==> src/rtl/lsu_mem_stage_if.sv <==
// Data-memory request/response channel between the load/store stage (master) and memory (slave).
interface lsu_mem_stage_if #(
  parameter int WIDTH  = 32,
  parameter int ADDR_W = 32
);
  logic              mem_req_valid;
  logic              mem_req_ready;
  logic [ADDR_W-1:0] mem_req_addr;
  logic              mem_req_wen;
  logic [WIDTH-1:0]  mem_req_wdata;
  logic [3:0]        mem_req_wstrb;
  logic              mem_resp_valid;
  logic [WIDTH-1:0]  mem_resp_rdata;

  modport master (
    output mem_req_valid, mem_req_addr, mem_req_wen, mem_req_wdata, mem_req_wstrb,
    input  mem_req_ready, mem_resp_valid, mem_resp_rdata
  );

  modport slave (
    input  mem_req_valid, mem_req_addr, mem_req_wen, mem_req_wdata, mem_req_wstrb,
    output mem_req_ready, mem_resp_valid, mem_resp_rdata
  );
endinterface

==> src/rtl/lsu_mem_stage.sv <==
// RV32 load/store stage: accepts one instruction from execute, issues an aligned word
// request to data memory, and registers a one-cycle writeback message.
module lsu_mem_stage #(
  parameter int WIDTH  = 32,
  parameter int ADDR_W = 32
) (
  input  logic               clk,
  input  logic               rst,
  input  logic               ex_valid,
  output logic               ex_ready,
  input  logic [31:0]        ex_pc,
  input  logic [WIDTH-1:0]   ex_inst,
  input  logic [WIDTH-1:0]   ex_alu_result,
  input  logic [WIDTH-1:0]   ex_store_data,
  input  logic [1:0]         ex_mem_op,
  input  logic [1:0]         ex_size,
  input  logic               ex_load_unsigned,
  input  logic               ex_rf_we,
  input  logic [4:0]         ex_rf_waddr,
  input  logic               ex_ebreak,
  input  logic               ex_inst_valid,
  lsu_mem_stage_if.master    mem,
  output logic               wb_valid,
  output logic               wb_rf_we,
  output logic [4:0]         wb_rf_waddr,
  output logic [WIDTH-1:0]   wb_rf_wdata,
  output logic [WIDTH-1:0]   wb_dm_rdata,
  output logic [7:0]         wb_rmask,
  output logic [31:0]        wb_pc,
  output logic [WIDTH-1:0]   wb_inst,
  output logic               wb_ebreak,
  output logic               wb_inst_valid
);
  typedef enum logic [1:0] {IDLE = 2'd0, REQ = 2'd1, WAIT = 2'd2} state_t;

  typedef struct packed {
    logic [31:0]      pc;
    logic [WIDTH-1:0] inst;
    logic             rf_we;
    logic [4:0]       waddr;
    logic             ebreak;
    logic             ivalid;
    logic             is_load;
    logic [1:0]       size;
    logic             uns;
    logic [1:0]       off;
  } op_t;

  typedef struct packed {
    logic              valid;
    logic [ADDR_W-1:0] addr;
    logic              wen;
    logic [WIDTH-1:0]  wdata;
    logic [3:0]        wstrb;
  } req_t;

  typedef struct packed {
    logic             valid;
    logic             rf_we;
    logic [4:0]       waddr;
    logic [WIDTH-1:0] wdata;
    logic [WIDTH-1:0] dm_rdata;
    logic [7:0]       rmask;
    logic [31:0]      pc;
    logic [WIDTH-1:0] inst;
    logic             ebreak;
    logic             ivalid;
  } wb_t;

  state_t state_q, state_d;
  op_t    op_q, op_d;
  req_t   req_q, req_d;
  wb_t    wb_q, wb_d;
  logic   ex_ready_q, ex_ready_d;

  logic              accept_s, is_mem_s, is_store_s, misaligned_s;
  logic [ADDR_W-1:0] ex_addr_s;
  logic [WIDTH-1:0]  st_data_s, shifted_s, load_data_s;
  logic [3:0]        st_strb_s;
  logic [7:0]        load_mask_s;

  assign ex_addr_s  = ex_alu_result[ADDR_W-1:0];
  assign accept_s   = ex_valid && ex_ready_q;
  assign is_store_s = (ex_mem_op == 2'b10);
  assign is_mem_s   = (ex_mem_op == 2'b01) || is_store_s;

  // Store lane replication, strobes and alignment check for the incoming instruction
  always_comb begin
    case (ex_size)
      2'b00: begin
        misaligned_s = 1'b0;
        st_data_s    = {(WIDTH/8){ex_store_data[7:0]}};
        st_strb_s    = 4'b0001 << ex_addr_s[1:0];
      end
      2'b01: begin
        misaligned_s = ex_addr_s[0];
        st_data_s    = {(WIDTH/16){ex_store_data[15:0]}};
        st_strb_s    = 4'b0011 << ex_addr_s[1:0];
      end
      default: begin
        misaligned_s = |ex_addr_s[1:0];
        st_data_s    = ex_store_data;
        st_strb_s    = 4'b1111;
      end
    endcase
  end

  // Extract the addressed lane of the returned word and extend it to register width
  always_comb begin
    shifted_s = mem.mem_resp_rdata >> {op_q.off, 3'b000};
    case (op_q.size)
      2'b00: begin
        load_data_s = {{(WIDTH-8){~op_q.uns & shifted_s[7]}}, shifted_s[7:0]};
        load_mask_s = 8'h01;
      end
      2'b01: begin
        load_data_s = {{(WIDTH-16){~op_q.uns & shifted_s[15]}}, shifted_s[15:0]};
        load_mask_s = 8'h03;
      end
      default: begin
        load_data_s = shifted_s;
        load_mask_s = 8'h0F;
      end
    endcase
  end

  // Next-state, request and writeback message computation
  always_comb begin
    state_d     = state_q;
    op_d        = op_q;
    req_d       = req_q;
    wb_d        = wb_q;
    wb_d.valid  = 1'b0;
    wb_d.rf_we  = 1'b0;
    case (state_q)
      IDLE: begin
        if (accept_s && is_mem_s && !misaligned_s) begin
          op_d.pc      = ex_pc;
          op_d.inst    = ex_inst;
          op_d.rf_we   = ex_rf_we;
          op_d.waddr   = ex_rf_waddr;
          op_d.ebreak  = ex_ebreak;
          op_d.ivalid  = ex_inst_valid;
          op_d.is_load = !is_store_s;
          op_d.size    = ex_size;
          op_d.uns     = ex_load_unsigned;
          op_d.off     = ex_addr_s[1:0];
          req_d.valid  = 1'b1;
          req_d.addr   = {ex_addr_s[ADDR_W-1:2], 2'b00};
          req_d.wen    = is_store_s;
          req_d.wdata  = is_store_s ? st_data_s : {WIDTH{1'b0}};
          req_d.wstrb  = is_store_s ? st_strb_s : 4'b0000;
          state_d      = REQ;
        end else if (accept_s) begin
          // Misaligned memory ops retire like ALU ops but are flagged invalid
          wb_d.valid  = 1'b1;
          wb_d.rf_we  = ex_rf_we && !(is_mem_s && misaligned_s);
          wb_d.waddr  = ex_rf_waddr;
          wb_d.wdata  = ex_alu_result;
          wb_d.rmask  = 8'h00;
          wb_d.pc     = ex_pc;
          wb_d.inst   = ex_inst;
          wb_d.ebreak = ex_ebreak;
          wb_d.ivalid = ex_inst_valid && !(is_mem_s && misaligned_s);
          state_d     = IDLE;
        end else begin
          state_d = IDLE;
        end
      end
      REQ: begin
        if (mem.mem_req_ready) begin
          req_d.valid = 1'b0;
          state_d     = WAIT;
        end else begin
          state_d = REQ;
        end
      end
      WAIT: begin
        if (mem.mem_resp_valid) begin
          wb_d.valid    = 1'b1;
          wb_d.rf_we    = op_q.is_load && op_q.rf_we;
          wb_d.waddr    = op_q.waddr;
          wb_d.wdata    = op_q.is_load ? load_data_s : {WIDTH{1'b0}};
          wb_d.dm_rdata = mem.mem_resp_rdata;
          wb_d.rmask    = op_q.is_load ? load_mask_s : 8'h00;
          wb_d.pc       = op_q.pc;
          wb_d.inst     = op_q.inst;
          wb_d.ebreak   = op_q.ebreak;
          wb_d.ivalid   = op_q.ivalid;
          state_d       = IDLE;
        end else begin
          state_d = WAIT;
        end
      end
      default: begin
        req_d.valid = 1'b0;
        state_d     = IDLE;
      end
    endcase
    ex_ready_d = (state_d == IDLE);
  end

  // State, latched instruction, request and writeback registers
  always_ff @(posedge clk or posedge rst) begin
    if (rst) begin
      state_q    <= IDLE;
      op_q       <= '0;
      req_q      <= '0;
      wb_q       <= '0;
      ex_ready_q <= 1'b1;
    end else begin
      state_q    <= state_d;
      op_q       <= op_d;
      req_q      <= req_d;
      wb_q       <= wb_d;
      ex_ready_q <= ex_ready_d;
    end
  end

  assign ex_ready           = ex_ready_q;
  assign mem.mem_req_valid  = req_q.valid;
  assign mem.mem_req_addr   = req_q.addr;
  assign mem.mem_req_wen    = req_q.wen;
  assign mem.mem_req_wdata  = req_q.wdata;
  assign mem.mem_req_wstrb  = req_q.wstrb;
  assign wb_valid           = wb_q.valid;
  assign wb_rf_we           = wb_q.rf_we;
  assign wb_rf_waddr        = wb_q.waddr;
  assign wb_rf_wdata        = wb_q.wdata;
  assign wb_dm_rdata        = wb_q.dm_rdata;
  assign wb_rmask           = wb_q.rmask;
  assign wb_pc              = wb_q.pc;
  assign wb_inst            = wb_q.inst;
  assign wb_ebreak          = wb_q.ebreak;
  assign wb_inst_valid      = wb_q.ivalid;
endmodule

==> src/flat_wrapper.sv <==
// flat-port wrapper written by rule: the top's interface ports become plain ports
module lsu_mem_stage_flat 
#(
  parameter int WIDTH  = 32,
  parameter int ADDR_W = 32
)
  (clk, rst, ex_valid, ex_ready, ex_pc, ex_inst, ex_alu_result, ex_store_data, ex_mem_op, ex_size, ex_load_unsigned, ex_rf_we, ex_rf_waddr, ex_ebreak, ex_inst_valid, wb_valid, wb_rf_we, wb_rf_waddr, wb_rf_wdata, wb_dm_rdata, wb_rmask, wb_pc, wb_inst, wb_ebreak, wb_inst_valid, mem_mem_req_valid, mem_mem_req_addr, mem_mem_req_wen, mem_mem_req_wdata, mem_mem_req_wstrb, mem_mem_req_ready, mem_mem_resp_valid, mem_mem_resp_rdata);
  lsu_mem_stage_if #(.WIDTH(WIDTH), .ADDR_W(ADDR_W)) mem_i ();
  input  logic clk;
  input  logic rst;
  input  logic ex_valid;
  output logic ex_ready;
  input  logic [31:0] ex_pc;
  input  logic [WIDTH-1:0] ex_inst;
  input  logic [WIDTH-1:0] ex_alu_result;
  input  logic [WIDTH-1:0] ex_store_data;
  input  logic [1:0] ex_mem_op;
  input  logic [1:0] ex_size;
  input  logic ex_load_unsigned;
  input  logic ex_rf_we;
  input  logic [4:0] ex_rf_waddr;
  input  logic ex_ebreak;
  input  logic ex_inst_valid;
  output logic wb_valid;
  output logic wb_rf_we;
  output logic [4:0] wb_rf_waddr;
  output logic [WIDTH-1:0] wb_rf_wdata;
  output logic [WIDTH-1:0] wb_dm_rdata;
  output logic [7:0] wb_rmask;
  output logic [31:0] wb_pc;
  output logic [WIDTH-1:0] wb_inst;
  output logic wb_ebreak;
  output logic wb_inst_valid;
  output wire logic [$bits(mem_i.mem_req_valid)-1:0] mem_mem_req_valid;
  output wire logic [$bits(mem_i.mem_req_addr)-1:0] mem_mem_req_addr;
  output wire logic [$bits(mem_i.mem_req_wen)-1:0] mem_mem_req_wen;
  output wire logic [$bits(mem_i.mem_req_wdata)-1:0] mem_mem_req_wdata;
  output wire logic [$bits(mem_i.mem_req_wstrb)-1:0] mem_mem_req_wstrb;
  input wire logic [$bits(mem_i.mem_req_ready)-1:0] mem_mem_req_ready;
  input wire logic [$bits(mem_i.mem_resp_valid)-1:0] mem_mem_resp_valid;
  input wire logic [$bits(mem_i.mem_resp_rdata)-1:0] mem_mem_resp_rdata;
  assign mem_mem_req_valid = mem_i.mem_req_valid;
  assign mem_mem_req_addr = mem_i.mem_req_addr;
  assign mem_mem_req_wen = mem_i.mem_req_wen;
  assign mem_mem_req_wdata = mem_i.mem_req_wdata;
  assign mem_mem_req_wstrb = mem_i.mem_req_wstrb;
  assign mem_i.mem_req_ready = mem_mem_req_ready;
  assign mem_i.mem_resp_valid = mem_mem_resp_valid;
  assign mem_i.mem_resp_rdata = mem_mem_resp_rdata;
  lsu_mem_stage #(.WIDTH(WIDTH), .ADDR_W(ADDR_W)) u_core (.clk(clk), .rst(rst), .ex_valid(ex_valid), .ex_ready(ex_ready), .ex_pc(ex_pc), .ex_inst(ex_inst), .ex_alu_result(ex_alu_result), .ex_store_data(ex_store_data), .ex_mem_op(ex_mem_op), .ex_size(ex_size), .ex_load_unsigned(ex_load_unsigned), .ex_rf_we(ex_rf_we), .ex_rf_waddr(ex_rf_waddr), .ex_ebreak(ex_ebreak), .ex_inst_valid(ex_inst_valid), .mem(mem_i), .wb_valid(wb_valid), .wb_rf_we(wb_rf_we), .wb_rf_waddr(wb_rf_waddr), .wb_rf_wdata(wb_rf_wdata), .wb_dm_rdata(wb_dm_rdata), .wb_rmask(wb_rmask), .wb_pc(wb_pc), .wb_inst(wb_inst), .wb_ebreak(wb_ebreak), .wb_inst_valid(wb_inst_valid));
endmodule
==> config.mk <==
export PLATFORM = sky130hd
export DESIGN_NAME = lsu_mem_stage_flat
export DESIGN_NICKNAME = d
export VERILOG_FILES = /design/src/rtl/lsu_mem_stage_if.sv /design/src/rtl/lsu_mem_stage.sv /design/src/flat_wrapper.sv
export SDC_FILE = /design/constraint.sdc
export NUM_CORES = 1
export LEC_CHECK = 0
export ABC_AREA = 1
export CORE_ASPECT_RATIO = 0.7
export CORE_UTILIZATION = 30
export DETAILED_ROUTE_END_ITERATION = 6
export MAX_ROUTING_LAYER = met4
export PLACE_DENSITY = 0.54
export SLEW_MARGIN = 20
export SYNTH_ARGS = -nofsm -noshare
export SYNTH_HDL_FRONTEND = slang
export SYNTH_SLANG_ARGS = --single-unit
==> constraint.sdc <==
create_clock -name clk -period 13.61 [get_ports clk]
set_clock_uncertainty 0.05 [all_clocks]
set_input_delay 2.0415 -clock clk [delete_from_list [all_inputs] [get_ports clk]]
set_output_delay 2.0415 -clock clk [all_outputs]
set_load 0.03 [all_outputs]
==> reports/results.ini, run 1 <==
[status]
outcome = completed

[clock_tree]
cts.sinks = 289
cts_resized = 0
clockRootBuffer = clkbuf_16
cts_buffers = 31
clkTransAtPathRegs_ns = 0.06
cts_hold_buf = 0
cts_tree = yes
cts_setup_buffers = 0
ctsLongestPathBuffers = 3
clkLatencyLatePin_ns = 0.58
cts_max_level = 1

[timing]
finalSetupViolCount = 0
worst_slew_pin_slew_ns = 1.06
fin_tns_setup_ns = 0
final_max_slew_viol_count = 0
rsz0062_at_grt = no
final.min_clock_period_ns = 5.01
period_share_pct = 36.8
max_freq_mhz = 200
hold_ws_ns = 0.419
hold_viol = 0
relSlewSlack_pct = 29.5

[global_route]
grt_start_max_net_pins = 111
grt_overflow = 0
antenna_found_initial = 4
grt_pass1_wl_um = 70000
grtUsageTotal_pct = 21.5
grt_pass1_vias = 11600

[power_and_ir_drop]
peakVddDrop_uv = 113
leakage_nw = 8.48
powerDensity_nw_per_um2 = 241
report.power.total_mw = 4.33

[placed_design]
place_area_um2 = 16800
gp_congestion = 0.849
port_buffers = 387
hpwlAfterDp_um = 30600

[synth]
synthTopCellsByCount = 707 x nand2_1, 288 x dfrtp_1, 240 x nand3_1
synth_edf_count = 0
yosysTopAreaCell = dfrtp_1
syn_inst = 1552
yosysUniqueCellTypes = 29
synth_area_leaders = dfrtp_1 57%, nand2_1 21%, nand3_1 9.5%
ys_warn_count = 0
syn_area_per_cell_um2 = 8.18
synth-seq-cells = 289
ys_seq_area_share_pct = 57.0
synth_area_um2 = 12700
async_flop_share_pct = 100
synth.most_common_cell = nand2_1
synth_ff_type = dfrtp_1
synth_top_area_share_pct = 56.8

[die]
die_area_um2 = 43100
die_h_um = 174
rows = 62
ios = 394
core_um2 = 41300
fp.dieW_um = 248
initial_core_util_pct = 30.7

[cells_and_area]
fin_util_pct = 43.4
nets = 2060
fin_area_um2 = 17900
drive_gt1_share_pct = 4.10
area_delta_synth_final_pct = 41.2

[critical_path]
critPathMaxFanout = 77
crit_path_max_incr_delay_ns = 0.73
slowest_stage = clkdlybuf4s50_1
path_cells = clkdlybuf4s50_1 > inv_4 > nand3_1 > nand3_2 > nor2_4 > inv_4 > buf_4 > nand2_1 > o21ai_0
criticalPathCategory = primary input to register
crit_path_frequent_cell = inv_4
arrival_ns = 5.36
crit_path_end_kind = register
worstPathRequired_ns = 13.96
start_kind = primary input

[route]
vias = 11800
vias_per_cell = 4.81
drt_first_pass_iters = 5
routedWlPerCell_um = 18.5
routed_wl_um = 45300
dr.first_iter.drc_count = 774
drc = 0
ant_nets = 0

[flow_run]
maxCapViolCount = 0

[hold_path]
hold_path_class = register to register

-- path summary, 6_finish.rpt --
check                                           start                          end  slack, ns  cells past startpoint
worst min register to register  u_core.wb_dm_rdata[8]        u_core.wb_dm_rdata[8]       0.42                      2
worst max register to register        u_core.ex_ready  u_core.mem.mem_req_addr[15]      10.37                      8
worst max-delay path                       ex_size[1]  u_core.mem.mem_req_addr[15]       8.60                      9
min in group asynchronous                         rst  u_core.mem.mem_req_wdata[2]       1.98                      2
max in group asynchronous                         rst           u_core.wb_rmask[0]       9.50                      4
worst min-delay path            u_core.wb_dm_rdata[8]        u_core.wb_dm_rdata[8]       0.42                      2
-- critical path: cells and delay by family --
family	cells	cell delay, ns
buffers and inverters	4	1.92
AOI/OAI and AO/OA	1	0.09
and+or+nand+nor	4	1.16
-- metal layers --
| layer | vias to the layer above | global-route usage [%] | wire, µm |
|---|---|---|---|
| li1 | 5616 | - | - |
| met2 | 389 | 32.0 | 20400 |
| met3 | 49 | 4.91 | 3400 |
| met1 | 5743 | 29.8 | 20800 |
| met5 | - | - | 0 |
| met4 | 0 | 4.29 | 824 |
-- stage by stage --
stage                     instances  setup slack (ns)
after CTS                      2448              8.57
after floorplan                1557              3.54
after global placement         2392              8.08
after global routing           2451              8.35
final                          2452              8.60
after detailed placement       2392              7.99
-- sequential cells by signal, indices dropped and copies added, names as in the netlist, 2 cells and up --
signal,cells
u_core.mem.mem_req_addr,30
u_core.mem.mem_req_wstrb,4
u_core.wb_rf_wdata,32
u_core.op_q,78
u_core.wb_rf_waddr,5
u_core.state_q,2
u_core.wb_dm_rdata,32
u_core.wb_inst,32
u_core.mem.mem_req_wdata,32
u_core.wb_rmask,3
u_core.wb_pc,32
-- where the power goes --
group / switching [mW] / internal, mW
Sequential: 0.229 / 1.24
Combinational: 1.21 / 0.737
Clock: 0.357 / 0.550
-- cell families (layout without fill, tap and decap cells) --
group                    count (synthesis)  after routing  synth area share [%]
buffers and inverters                  158            505                  5.81
multiplexers                             1              1                0.0789
AND/OR/NAND/NOR                        970            970                  31.5
adder cells (fa/ha/maj)                  1              1                0.0986
flip-flops                             289            289                  57.0
AO/OA/AOI/OAI                          132            132                  5.46
other                                    1             10                0.0295
-- layout make-up --
cell class                      count  area, µm²
Fill cell                        4165      23400
Sequential cell                   289       7230
Multi-Input combinational cell   1110       4750
Timing Repair Buffer              398       3960
Clock buffer                       45        898
Tap cell                          544        681
Inverter                           51        210
Clock inverter                     11        189
Antenna cell                        4       10.0
-- cell usage in the layout, fill, tap and decap left out, types with 3 or more instances in the layout --
cell type	instances
o21ai_0	85
a21oi_1	19
nor2_1	10
nand2_1	707
inv_1	43
o21ai_1	18
clkbuf_8	7
clkinv_2	4
nand4_1	3
clkdlybuf4s50_1	387
nand3_2	3
inv_2	3
buf_4	10
diode_2	4
nand3_1	240
conb_1	6
bufinv_16	5
clkbuf_1	7
dfrtp_1	288
o221ai_1	7
clkbuf_16	31
Note: power is estimated with default switching activity, not from simulation.
==> run 2, diff against run 1 <==
clock period = 4.99 ns   (was 13.61 ns; I/O delays follow)
==> run 2 against run 1 <==
  * Hold slack improved by 0.0016 ns
  * Via count decreased by 0.83%
  * Power increased to 2.7 times the previous value
  * Cell count increased by 0.16%
  * Register-to-register slack got worse by 8.5 ns
  * Non-clock buffer count increased by 6
  * Flip-flop and latch count unchanged
  * Sequential power increased to 2.8 times the previous value
  * Utilization decreased by 0.19 points
  * First-iteration DRC count increased by 8.7%
  * Global-route usage decreased by 0.30 points
  * Critical endpoint is now u_core.wb_rf_wdata[22]
  * Highest routed layer unchanged
==> reports/results.ini, run 2 (synthesis results as in run 1) <==
[cells_and_area]
fin_area_um2 = 17800
nFillCells = 4112
fin_util_pct = 43.2
largest_register_ffs = 78
largest_register = u_core.op_q
drive_gt1_share_pct = 3.88
layout_commonest_cell = nand2_1
mostFrequentLayoutCells = 707 x nand2_1, 387 x clkdlybuf4s50_1, 288 x dfrtp_1
area_delta_synth_final_pct = 40.6
nets = 2066

[timing]
hold_ws_ns = 0.420
fin_tns_setup_ns = 0
final.min_clock_period_ns = 3.15
relSlewSlack_pct = 26.6
period_share_pct = 63.2
rsz0062_at_grt = no
final_max_slew_viol_count = 0
finalSetupViolCount = 0
max_freq_mhz = 317
worst_slew_pin_slew_ns = 1.10
hold_viol = 0

[die]
die_h_um = 174
ios = 394
rows = 62
die_area_um2 = 43100
core_um2 = 41300
fp.dieW_um = 248
initial_core_util_pct = 30.7

[flow_run]
maxCapViolCount = 0

[power_and_ir_drop]
report.power.total_mw = 11.5
peakVddDrop_uv = 259
share_comb_of_total_power_pct = 45.8
intPower_mw = 6.66
sequentialPowerShare_pct = 35.1
switching_share_pct = 42.2
p_sw_mw = 4.87
leakage_nw = 8.45
p_clk_share_pct = 19.1
powerDensity_nw_per_um2 = 646

[critical_path]
crit_path_end_kind = register
r2r.worst_path.cells = 7
reg2reg_to = u_core.wb_rf_wdata[22]
crit_path_start = u_core.op_q[0]
critPathMaxFanout = 34
cp-endpoint = u_core.wb_rf_wdata[22]
rrSetupSlack_ns = 1.84
worstPathRequired_ns = 5.38
criticalPathCategory = register to register
worstReg2RegStart = u_core.op_q[0]
arrival_ns = 3.54
start_kind = register

[status]
outcome = completed

[clock_tree]
clkLatencyLatePin_ns = 0.57
cts_setup_buffers = 0
clockRootBuffer = clkbuf_16
cts_buffers = 31
cts.sinks = 289
cts_resized = 0
clkTransAtPathRegs_ns = 0.07
cts_tree = yes
cts_max_level = 1
cts_hold_buf = 0
ctsLongestPathBuffers = 3

[route]
routed_wl_um = 44700
drc = 0
vias = 11700
vias_per_cell = 4.76
dr.first_iter.drc_count = 841
drt_first_pass_iters = 5
ant_nets = 0
routedWlPerCell_um = 18.2

[global_route]
grt_pass1_vias = 11600
antenna_found_initial = 4
grt_pass1_wl_um = 69100
grt_overflow = 0
grtUsageTotal_pct = 21.2
grt_start_max_net_pins = 125

[placed_design]
hpwlAfterDp_um = 30700
gp_congestion = 0.852
place_area_um2 = 16900
port_buffers = 387

[hold_path]
hold_path_class = register to register

run 2: changes by cell type in the layout (fill, tap and decap cells not counted), moves of 2 or more:
| cell | previous run | this run |
|---|---|---|
| buf_4 | 10 | 14 |
| clkbuf_1 | 7 | 15 |
| clkbuf_8 | 7 | 4 |
| bufinv_16 | 5 | 1 |
| inv_6 | 2 | 0 |
| inv_4 | 2 | 4 |
| clkinv_2 | 4 | 2 |
| buf_12 | 0 | 3 |
run 2: how the worst min path moves through the flow:
stage / startpoint / to / slack (ns) / depth (start not counted)
final: u_core.op_q[34] / u_core.op_q[34] / 0.42 / 2
after floorplan: u_core.op_q[10] / u_core.op_q[10] / 0.39 / 2
after CTS: rst / u_core.mem.mem_req_wdata[20] / 0.41 / 2
after global placement: u_core.op_q[62] / u_core.op_q[62] / 0.40 / 2
after global routing: rst / u_core.mem.mem_req_wdata[20] / 0.43 / 2
after detailed placement: u_core.op_q[31] / u_core.op_q[31] / 0.41 / 2
run 2: power groups by stage:
stage	combinational (mW)	sequential [mW]	clock [mW]
floorplan	1.67	5.40	0
global placement	5.28	4.06	0
detailed placement	5.32	4.08	0
CTS	5.33	4.05	2.27
global route	5.69	4.19	2.37
finish	5.28	4.05	2.20
run 2: cell type report:
cell class / instances / area (µm²) / share of cell area (%)
diodes: 4 / 10.0 / 0.0561
clock buffers: 50 / 887 / 4.97
clock inverters: 4 / 48.8 / 0.273
inverters: 51 / 205 / 1.15
multi-input cells: 1110 / 4750 / 26.6
flip-flops and latches: 289 / 7230 / 40.5
well taps: 544 / 681 / 3.81
repair buffers: 404 / 4040 / 22.6
run 2: metrics by stage:
| step | std cells | setup slack (ns) |
|---|---|---|
| 2_1_floorplan | 1557 | 0.359 |
| 3_3_place_gp | 2398 | 1.65 |
| 3_5_place_dp | 2398 | 1.58 |
| 4_1_cts | 2452 | 1.91 |
| 5_1_grt | 2456 | 1.59 |
| 6_report | 2456 | 1.84 |
run 2: worst max-delay path, stage by stage, from the launching register on:
cell and delay [ns]:
dfrtp_1 0.97, inv_1 0.73, nand2_1 0.20, nand3_1 0.18, nand3_2 0.25, nand3_2 0.30
nand2_1 0.23, nand3_1 0.09
run 2: metal layers:
metal  global-route usage [%]  wire, µm  up-vias
li1                         -         -     5633
met1                     29.5     20400     5634
met2                     31.4     20000      368
met3                     4.74      3330       64
met4                     4.58       967        0
met5                        -         0        -
